[src/rtl/uart_pkg.sv]
// Shared definitions for the UART transmitter: FSM state encoding and the
// width helper used to size the baud and bit counters.
package uart_pkg;

  // Transmit FSM states. ST_PARITY is only entered when parity is enabled.
  typedef enum logic [2:0] {
    ST_IDLE   = 3'd0,
    ST_START  = 3'd1,
    ST_DATA   = 3'd2,
    ST_PARITY = 3'd3,
    ST_STOP   = 3'd4
  } uart_state_e;

  // Bits needed to hold the values 0..value-1, never less than 1.
  function automatic int clogb2(input int value);
    int w;
    w = 1;
    while ((1 << w) < value) begin
      w = w + 1;
    end
    return w;
  endfunction

endpackage : uart_pkg

[src/rtl/uart_baud_gen.sv]
// Bit-period timer: counts 0..BIT_CYCLES-1 while enabled and raises tc
// during the last cycle of each bit period. clr returns the count to 0.
module uart_baud_gen
  import uart_pkg::*;
#(
  parameter int BIT_CYCLES = 16
) (
  input  logic clk,
  input  logic rst,
  input  logic en,
  input  logic clr,
  output logic tc
);

  localparam int CW = clogb2(BIT_CYCLES);
  localparam logic [CW-1:0] LAST = CW'(BIT_CYCLES - 1);

  logic [CW-1:0] cnt_q;

  assign tc = en && (cnt_q == LAST);

  // Count register: clear dominates, wraps to 0 at the end of each bit period.
  always_ff @(posedge clk) begin
    if (rst || clr) begin
      cnt_q <= '0;
    end else if (en) begin
      cnt_q <= tc ? '0 : cnt_q + 1'b1;
    end
  end

endmodule : uart_baud_gen

[src/rtl/uart_tx.sv]
// UART transmitter: start bit, DATAWIDTH data bits LSB first, optional even
// parity bit, one stop bit. Every line bit lasts CLK_FREQ/BAUDRATE clocks.
// Optional feature macro: UART_TX_PARITY_EN (adds the even parity bit).
//
// Handshake: a byte is accepted on a rising edge where tx_valid and tx_ready
// are both high. tx_ready is high only in IDLE; tx_valid seen in any other
// state is ignored, never queued. The line drops to the start bit in the
// first cycle after the accepting edge.
module uart_tx
  import uart_pkg::*;
#(
  parameter int DATAWIDTH = 8,
  parameter int BAUDRATE  = 9600,
  parameter int CLK_FREQ  = 50000000
) (
  input  logic                 clk,
  input  logic                 rst,
  input  logic [DATAWIDTH-1:0] tx_data,
  input  logic                 tx_valid,
  output logic                 tx_ready,
  output logic                 txd,
  output logic                 tx_busy,
  output logic                 tx_done
);

  localparam int BIT_CYCLES = CLK_FREQ / BAUDRATE;
  localparam int BCW        = clogb2(DATAWIDTH);
  localparam logic [BCW-1:0] LAST_BIT = BCW'(DATAWIDTH - 1);

  // State is kept in a named register so checkers can observe it directly.
  uart_state_e          state_q, state_d;
  logic [DATAWIDTH-1:0] shift_q, shift_d;
  logic [BCW-1:0]       bit_cnt_q, bit_cnt_d;
  logic                 txd_q, txd_d;
  logic                 baud_tc;
  logic                 baud_clr;
`ifdef UART_TX_PARITY_EN
  logic                 parity_q, parity_d;
`endif

  // The bit timer restarts from 0 on every state change and is idle in IDLE.
  assign baud_clr = (state_d != state_q);

  uart_baud_gen #(
    .BIT_CYCLES (BIT_CYCLES)
  ) u_baud (
    .clk (clk),
    .rst (rst),
    .en  (state_q != ST_IDLE),
    .clr (baud_clr),
    .tc  (baud_tc)
  );

  assign tx_ready = (state_q == ST_IDLE);
  assign tx_busy  = (state_q != ST_IDLE);
  assign tx_done  = (state_q == ST_STOP) && baud_tc;
  assign txd      = txd_q;

  // Next-state, datapath and next line level; txd is derived from the next
  // state so the registered line changes on the same edge as the FSM.
  always_comb begin
    state_d   = state_q;
    shift_d   = shift_q;
    bit_cnt_d = bit_cnt_q;
`ifdef UART_TX_PARITY_EN
    parity_d  = parity_q;
`endif
    unique case (state_q)
      ST_IDLE: begin
        if (tx_valid) begin
          state_d = ST_START;
          shift_d = tx_data;
`ifdef UART_TX_PARITY_EN
          parity_d = ^tx_data;
`endif
        end
      end
      ST_START: begin
        if (baud_tc) state_d = ST_DATA;
      end
      ST_DATA: begin
        if (baud_tc) begin
          if (bit_cnt_q == LAST_BIT) begin
            bit_cnt_d = '0;
`ifdef UART_TX_PARITY_EN
            state_d   = ST_PARITY;
`else
            state_d   = ST_STOP;
`endif
          end else begin
            bit_cnt_d = bit_cnt_q + 1'b1;
            shift_d   = shift_q >> 1;
          end
        end
      end
`ifdef UART_TX_PARITY_EN
      ST_PARITY: begin
        if (baud_tc) state_d = ST_STOP;
      end
`endif
      ST_STOP: begin
        if (baud_tc) state_d = ST_IDLE;
      end
      default: begin
        state_d = ST_IDLE;
      end
    endcase

    txd_d = 1'b1;
    case (state_d)
      ST_START:  txd_d = 1'b0;
      ST_DATA:   txd_d = shift_d[0];
`ifdef UART_TX_PARITY_EN
      ST_PARITY: txd_d = parity_d;
`endif
      default:   txd_d = 1'b1;
    endcase
  end

  // State and datapath registers; reset abandons any frame in progress.
  always_ff @(posedge clk) begin
    if (rst) begin
      state_q   <= ST_IDLE;
      shift_q   <= '0;
      bit_cnt_q <= '0;
      txd_q     <= 1'b1;
    end else begin
      state_q   <= state_d;
      shift_q   <= shift_d;
      bit_cnt_q <= bit_cnt_d;
      txd_q     <= txd_d;
    end
  end

`ifdef UART_TX_PARITY_EN
  // Parity of the payload captured at acceptance.
  always_ff @(posedge clk) begin
    if (rst) begin
      parity_q <= 1'b0;
    end else begin
      parity_q <= parity_d;
    end
  end
`endif

endmodule : uart_tx

[config.mk]
export PLATFORM = sky130hd
export DESIGN_NAME = uart_tx
export DESIGN_NICKNAME = d
export VERILOG_FILES = /design/src/rtl/uart_pkg.sv /design/src/rtl/uart_baud_gen.sv /design/src/rtl/uart_tx.sv
export SDC_FILE = /design/constraint.sdc
export NUM_CORES = 1
export LEC_CHECK = 0
export CORE_MARGIN = 2
export CORE_UTILIZATION = 49
export CTS_CLUSTER_DIAMETER = 30
export DETAILED_ROUTE_END_ITERATION = 10
export GPL_TIMING_DRIVEN = 0
export PLACE_DENSITY = 0.73
export SYNTH_ARGS = -nofsm -noshare
export SYNTH_HDL_FRONTEND = slang
export SYNTH_SLANG_ARGS = --single-unit
[constraint.sdc]
create_clock -name clk -period 1.55 [get_ports clk]
set_input_delay 0.155 -clock clk [delete_from_list [all_inputs] [get_ports clk]]
set_output_delay 0.155 -clock clk [all_outputs]
set_load 0.05 [all_outputs]
==> metrics.md, run 1 <==
| Metric | Value |
|---|---|
| Run status | `complete, but fails checks` |
| Failing checks | `negative setup slack` |
| Yosys top cell area share | `40.88%` |
| FF-to-FF End | `shift_q[2]$_SDFFE_PP0P_` |
| Synth Register Bits | `28` |
| GPL Wtd Cong | `0.7621` |
| Clk_lat worst skew | `0.34 ns` |
| Die height | `56.90 um` |
| Leakage | `0.6929 nW` |
| Syn nets | `168` |
| Area grow syn2layout | `52.01%` |
| Total Routing Usage GR | `22.03%` |
| Initial Util | `50.60%` |
| Routed len/inst | `between 15 and 20 um` |
| Slew @ Worst Pin | `0.5197 ns` |
| Crit start category | `flip-flop` |
| Slowest cell on the critical path | `dfxtp_2` |
| Vias | `around 1300` |
| RSZ-0062 raised after global routing | `true` |
| DRC | `0` |
| Most frequent cells in the layout | `nand2_1 (17), dfxtp_1 (16), buf_4 (16)` |
| Cells along the critical path | `ha_4, ha_4, nor4b_4, and4_4, buf_12, buf_6, nor2_4, nand2_1, a21oi_1` |
| Detailed Routing Iterations Pass 1 | `4` |
| Cell family with most CP delay | `simple AND/OR/NAND/NOR gates` |
| IO Pins | `15` |
| Tmin final | `1.700 ns` |
| Initial antenna violation count | `0` |
| RR Startpoint | `bit_cnt_q[0]$_SDFFE_PP0P_` |
| Yosys cell types | `38` |
| Final count of negative-setup-slack endpoints | `26` |
| Port bufs | `14` |
| Pwr Density | `715.3 nW/um2` |
| Die area | `3238 um2` |
| Seq/Total Area, Yosys | `40.88%` |
| CTS tree | `done` |
| Num CTS Buffers | `3` |
| Design Power | `1.491 mW` |
| R2R Setup Slk | `-0.15 ns` |
| Required @ worst endpoint | `between 1.5 and 2 ns` |
| Number of global-route vias before repair | `1255` |
| Placed Area | `1634 um2` |
| Pin count of the biggest net entering global routing | `17` |
| Max clock buf depth | `2` |
| Main area contributors after synthesis | `dfxtp_1 (41%), nand2_1 (5.5%), nor2_1 (5.5%)` |
| Post-route ant nets | `0` |
| Finished Layout Cells | `approximately 220` |
| FF-to-FF path depth | `9` |
| Max rail drop VDD | `0.7041 mV` |
| Max frequency | `588.4 MHz` |
| Arrival @ worst endpoint | `1.93 ns` |
| Post-detail-place hpwl | `2097 um` |
| Cells after DPL | `~200` |
| Most common cell after layout, fill and taps aside | `nand2_1` |
| Mean Syn Cell Area | `8.905 um2` |
| Root buf cell | `clkbuf_4` |
| Diode count | `0` |
| Final worst-path cycle share | `109.6%` |
| # hold bufs at CTS | `0` |
| CP max FO | `6` |
| Vias/cell | `5.793` |
| Util after Layout | `76.92%` |
| WHS | `0.3557 ns` |
| Critical path destination | `shift_q[2]$_SDFFE_PP0P_` |
| Layout cell share with drive strength beyond 1 | `49.21%` |
| Max incr delay on CP | `0.37 ns` |
| Clk_skew | `approximately 0.0071 ns` |
| First-pass GRT wire length | `between 5000 and 6000 um` |
| Synthesized instance count | `154` |
| Overall routed net length | `3553 um` |
| Clk slew on worst S/H paths | `0.16 ns` |
| Row count | `19` |
| Post-synth top area cell | `dfxtp_1` |
| Final nets | `206` |
| CTS H-tree depth | `1` |
| Final-report max-slew violation count | `0` |
| Post-route cell area | `2085 um2` |
| Yosys Warn Count | `0` |
| Hold Crit Class | `primary input to flip-flop` |
| Total core area | `roughly 2700 um2` |
| Worst slew margin | `about 65%` |
| Number of hold-slack violations in the final timing report | `0` |
| Die Span X | `about 57 um` |
| Sink Count | `28` |
| WP buf/inv | `2` |
| Levels on crit path | `9` |
| Total grt overflow | `0` |
| Max-cap check violation count | `0` |
| Critical path startpoint | `bit_cnt_q[0]$_SDFFE_PP0P_` |
| Synthesized cell area | `1371 um2` |
| Crit. End Element | `flip-flop` |
| Top cell by count, worst path | `ha_4` |
| Critical path class | `flip-flop to flip-flop` |
| Starting DRT DRC Count | `47` |
| PnR worst setup slack | `-0.1495 ns` |
==> worst reg2reg max path, stage by stage, from the launching register on <==
cell	delay [ns]
dfxtp_2	0.37
ha_4	0.16
ha_4	0.16
nor4b_4	0.21
and4_4	0.30
buf_12	0.12
buf_6	0.09
nor2_4	0.05
nand2_1	0.07
a21oi_1	0.06
==> registers in the layout, summed over array words and instances (netlist names) <==
name,count
shift_q,8
u_baud.cnt_q,13
bit_cnt_q,3
txd,1
state_q,3
==> how the worst min path moves through the flow <==
stage,startpoint,endpoint,cells past startpoint
after floorplan,rst,bit_cnt_q[1]$_SDFFE_PP0P_,1
after global placement,shift_q[5]$_SDFFE_PP0P_,shift_q[5]$_SDFFE_PP0P_,2
after detailed placement,shift_q[6]$_SDFFE_PP0P_,shift_q[6]$_SDFFE_PP0P_,2
after CTS,tx_data[7],shift_q[7]$_SDFFE_PP0P_,3
after global routing,tx_data[7],shift_q[7]$_SDFFE_PP0P_,3
final,tx_data[7],shift_q[7]$_SDFFE_PP0P_,3
==> cell usage after synthesis <==
library cell  count
o21ai_2           1
buf_6             2
ha_1              3
nand2_1          20
xnor2_1           7
a32oi_1           1
a21oi_1          10
and3_2            1
and4_2            1
nor3b_1           1
and4bb_1          1
a22oi_1           6
and4b_4           1
inv_1             2
clkbuf_2          1
nand3_1           6
and3_1            1
buf_2             2
dfxtp_1          28
a211oi_2          1
and3_4            1
a31oi_1           3
clkbuf_1          1
nor4b_1           1
nor2b_1           1
and4_1            1
xor2_1            5
mux2i_1           3
or3_1             1
nor4b_4           2
nor2_1           20
or4b_1            1
nor3_1            8
buf_4             1
nor4_2            1
o21ai_0           3
nand3b_1          2
nand4_1           3
==> stage by stage <==
step           setup TNS, ns  setup slack [ns]
2_1_floorplan        -0.3906          -0.04480
3_3_place_gp          -4.720           -0.5579
3_5_place_dp          -5.324           -0.5554
4_1_cts               -3.113           -0.1754
5_1_grt               -4.695           -0.2027
6_report              -3.023           -0.1495
==> area by class of cell <==
cell class,count,area [um2]
flip-flops and latches,28,585.6
clock inverters,1,30.03
clock buffers,3,22.52
multi-input cells,117,999.7
plain buffers,3,26.28
well taps,31,38.79
repair buffers,37,370.4
inverters,2,11.26
fillers,193,625.6
==> logic make-up after synthesis <==
group	count (synthesis)	share of synthesized area, %
and+or+nand+nor	74	30.84
DFF	28	40.88
AOI/OAI and AO/OA	25	11.59
xor gates and xnor gates	12	7.664
buffers and inverters	9	4.106
muxes	3	2.190
adders and majority gates	3	2.738
==> power by group <==
part / internal [mW] / leakage (nW) / total, mW / switching, mW
Combinational: 0.122 / 0.430 / 0.249 / 0.127
Clock: 0.262 / 0.0279 / 0.491 / 0.229
Sequential: 0.736 / 0.235 / 0.752 / 0.0161
==> what timing repair did <==
| item | CTS | global route |
|---|---|---|
| gates resized for setup | 53 | 32 |
| endpoints found under the setup margin | 27 | 29 |
| setup buffers | 16 | 6 |
| pin swaps | 25 | 21 |
| gates cloned | 1 | 0 |
| endpoints found under the hold margin | 0 | 0 |
==> routing by layer <==
metal | vias up | track usage (%) | share of wire (%)
li1 | 621 | - | -
met1 | 637 | 28.18 | 42
met2 | 21 | 38.10 | 53
met3 | 7 | 3.226 | 2.8
met4 | 0 | 6.977 | 1.9
met5 | - | 0 | 0
Note: power is estimated with default switching activity, not from simulation.
==> run 2: changes to the inputs <==
--- a/config.mk
+++ b/config.mk
@@ -10,6 +10,7 @@
 export CTS_CLUSTER_DIAMETER = 30
 export DETAILED_ROUTE_END_ITERATION = 10
 export GPL_TIMING_DRIVEN = 0
+export HOLD_SLACK_MARGIN = 0.15
 export PLACE_DENSITY = 0.73
 export SYNTH_ARGS = -nofsm -noshare
 export SYNTH_HDL_FRONTEND = slang
==> results of run 2 <==
Final layout, timing and power as in run 1 (identical DEF).
==> run 3: changes to the inputs <==
--- a/config.mk
+++ b/config.mk
@@ -5,13 +5,15 @@
 export SDC_FILE = /design/constraint.sdc
 export NUM_CORES = 1
 export LEC_CHECK = 0
+export CORE_ASPECT_RATIO = 0.8
 export CORE_MARGIN = 2
-export CORE_UTILIZATION = 49
+export CORE_UTILIZATION = 41
 export CTS_CLUSTER_DIAMETER = 30
 export DETAILED_ROUTE_END_ITERATION = 10
 export GPL_TIMING_DRIVEN = 0
 export HOLD_SLACK_MARGIN = 0.15
-export PLACE_DENSITY = 0.73
+export PLACE_DENSITY = 0.62
+export RECOVER_POWER = 100
 export SYNTH_ARGS = -nofsm -noshare
 export SYNTH_HDL_FRONTEND = slang
 export SYNTH_SLANG_ARGS = --single-unit
==> run 3 against run 2 <==
  * The flow still finishes with violations (negative setup slack)
  * Hold slack better by 0.061 ns
  * Critical endpoint is now u_baud.cnt_q[5]$_SDFFE_PP0N_
  * Wire length is 11% lower
  * Global-route usage is 4.7 points lower
==> metrics.md, run 3 (synthesized netlist as in run 1, its figures left out) <==
| Metric | Value |
|---|---|
| Total core area | `3131 um2 (+16%)` |
| WHS Path Cells | `3 (unchanged)` |
| Hold Path Sink | `shift_q[7]$_SDFFE_PP0P_` |
| Starting DRT DRC Count | `37 (-21%)` |
| Final-report max-slew violation count | `0 (unchanged)` |
| Placed Area | `1645 um2 (+0.69%)` |
| Failing checks | `negative setup slack` |
| Area grow syn2layout | `42.34%` |
| First-pass GRT wire length | `5037 um (-11%)` |
| DRC | `0 (unchanged)` |
| Cell family with most CP delay | `simple AND/OR/NAND/NOR gates` |
| Final worst-path cycle share | `108.2% (-1.5 points)` |
| Post-route ant nets | `0 (unchanged)` |
| WP buf/inv | `1 (-1)` |
| RR Startpoint | `u_baud.cnt_q[0]$_SDFFE_PP0N_` |
| Critical path class | `flip-flop to flip-flop` |
| Most common cell after layout, fill and taps aside | `nand2_1` |
| Total Routing Usage GR | `17.29% (-4.7 points)` |
| Hold path start | `tx_data[7]` |
| IO Pins | `15 (unchanged)` |
| Highest metal used | `met4` |
| Final nets | `205 (-0.49%)` |
| Max clock buf depth | `2 (unchanged)` |
| Diode count | `0 (unchanged)` |
| Root buf cell | `clkbuf_8` |
| Design Power | `1.418 mW (-4.9%)` |
| Post-detail-place hpwl | `2072 um (-1.2%)` |
| Leakage | `0.6750 nW (-2.6%)` |
| Arrival @ worst endpoint | `1.85 ns (-0.08 ns)` |
| Max-cap check violation count | `0 (unchanged)` |
| Routed len/inst | `13.80 um (-14%)` |
| Die area | `3826 um2 (+18%)` |
| Die height | `55.73 um (-2.1%)` |
| Clk slew on worst S/H paths | `0.10 ns (-0.06 ns)` |
| CTS tree | `done` |
| Clk_skew | `0.006914 ns (-0.0001978 ns)` |
| Initial antenna violation count | `0 (unchanged)` |
| Detailed Routing Iterations Pass 1 | `4 (unchanged)` |
| Cells after DPL | `208 (+4.5%)` |
| Met2 WL post-DR | `1481 um (-21%)` |
| Overall routed net length | `3175 um (-11%)` |
| Max rail drop VDD | `0.4816 mV (-32%)` |
| Total grt overflow | `0 (unchanged)` |
| Finished Layout Cells | `230 (+3.6%)` |
| Slowest cell on the critical path | `dfxtp_2` |
| Initial Util | `43.80% (-6.8 points)` |
| Max incr delay on CP | `0.37 ns (about the same)` |
| Run status | `complete, but fails checks` |
| Die Span X | `68.66 um (+21%)` |
| FF-to-FF End | `u_baud.cnt_q[5]$_SDFFE_PP0N_` |
| Final count of negative-setup-slack endpoints | `26 (unchanged)` |
| CP max FO | `5 (-1)` |
| Worst slew margin | `60.45% (-4.9 points)` |
| Required @ worst endpoint | `1.72 ns (-0.06 ns)` |
| Hold Crit Class | `primary input to flip-flop` |
| Number of global-route vias before repair | `1098 (-13%)` |
| Clk_lat worst skew | `0.28 ns (-0.06 ns)` |
| Row count | `18 (-1)` |
| Post-route cell area | `1952 um2 (-6.4%)` |
| R2R Setup Slk | `-0.13 ns (+0.02 ns)` |
| Util after Layout | `62.35% (-15 points)` |
| # hold bufs at CTS | `0 (unchanged)` |
| Crit start category | `flip-flop` |
| FF-to-FF path depth | `7 (-2)` |
| Register bank with the most flops | `u_baud.cnt_q` |
| Pin count of the biggest net entering global routing | `16 (-1)` |
| Sink Count | `28 (unchanged)` |
| Vias/cell | `5.365 (-7.4%)` |
| CTS H-tree depth | `1 (unchanged)` |
| Number of flip-flops in the largest register | `13 (unchanged)` |
| RSZ-0062 raised after global routing | `true` |
| Largest regs | `u_baud.cnt_q x13, shift_q x8` |
| Met3 wire len | `154 um (+52%)` |
| Cells along the critical path | `ha_4, and4b_4, and3_4, a31oi_2, o21ai_2, buf_6, nor2_1` |
| Layout cell share with drive strength beyond 1 | `37.89% (-11 points)` |
| Port bufs | `14 (unchanged)` |
| Crit. End Element | `flip-flop` |
| PnR worst setup slack | `-0.1265 ns (+0.02301 ns)` |
| Pwr Density | `726.3 nW/um2 (+1.5%)` |
| Most frequent cells in the layout | `nand2_1 (19), dfxtp_1 (18), buf_4 (18)` |
| Slew @ Worst Pin | `0.5958 ns (+0.07616 ns)` |
| Met1 WL | `1529 um (+2.1%)` |
| Max frequency | `596.5 MHz (+1.4%)` |
| Num CTS Buffers | `3 (unchanged)` |
| GPL Wtd Cong | `0.7778 (+2.1%)` |
| Number of hold-slack violations in the final timing report | `0 (unchanged)` |
| Vias | `1234 (-4.0%)` |
| Tmin final | `1.677 ns (-0.02301 ns)` |
run 3: cell count changes in the layout (fill, tap and decap cells not counted), moves of 5 or more:
cell	before	now
nor2_1	12	17
nor2_2	5	0
a22oi_2	6	0
a22oi_1	0	6
run 3: worst max-delay path by stage:
stage	start	to	slack, ns	cells after the start
3_3_place_gp	u_baud.cnt_q[8]$_SDFFE_PP0N_	tx_done	-0.58	4
4_1_cts	bit_cnt_q[1]$_SDFFE_PP0P_	txd$_SDFF_PP1_	-0.12	8
6_report	u_baud.cnt_q[0]$_SDFFE_PP0N_	u_baud.cnt_q[5]$_SDFFE_PP0N_	-0.13	7
2_1_floorplan	u_baud.cnt_q[1]$_SDFFE_PP0N_	u_baud.cnt_q[0]$_SDFFE_PP0N_	-0.04	8
3_5_place_dp	u_baud.cnt_q[8]$_SDFFE_PP0N_	tx_done	-0.60	4
5_1_grt	u_baud.cnt_q[9]$_SDFFE_PP0N_	txd$_SDFF_PP1_	-0.20	7
run 3: what timing repair did:
action	in CTS	in global routing
resized for setup	40	16
cloned	1	0
setup buffers	17	3
endpoints found under the setup margin	26	29
pin swaps	12	5
run 3: area by class of cell:
class                           instances  area, um2
Inverter                                2      11.26
Fill cell                             264       1179
Multi-Input combinational cell        117      909.6
Buffer                                  4      37.54
Tap cell                               40      50.05
Timing Repair Buffer                   35      307.8
Clock buffer                            4      55.05
Sequential cell                        28      580.6
run 3: per-stage QoR:
| step | TNS, ns | hold slack [ns] | setup WS, ns |
|---|---|---|---|
| 6_report | -2.259 | 0.4162 | -0.1265 |
| 3_3_place_gp | -4.891 | 0.4441 | -0.5782 |
| 5_1_grt | -4.477 | 0.4341 | -0.2000 |
| 2_1_floorplan | -0.3906 | 0.2167 | -0.04480 |
| 3_5_place_dp | -5.588 | 0.4466 | -0.5951 |
| 4_1_cts | -1.648 | 0.4230 | -0.1238 |
run 3: routing by layer:
metal / vias to the layer above / global-route usage [%]
met5: - / 0
met2: 19 / 26.51
li1: 623 / -
met1: 590 / 24.84
met3: 2 / 4.858
met4: 0 / 1.714
run 3: worst register-to-register path, cell delays in order, from the launching register on:
cell	delay (ns)
dfxtp_2	0.37
ha_4	0.14
and4b_4	0.27
and3_4	0.24
a31oi_2	0.09
o21ai_2	0.24
buf_6	0.17
nor2_1	0.05
run 3: where the power goes:
part | switching [mW] | internal, mW | leakage (nW)
sequential | 0.0166 | 0.736 | 0.233
combinational | 0.105 | 0.106 | 0.413
clock | 0.226 | 0.228 | 0.0288
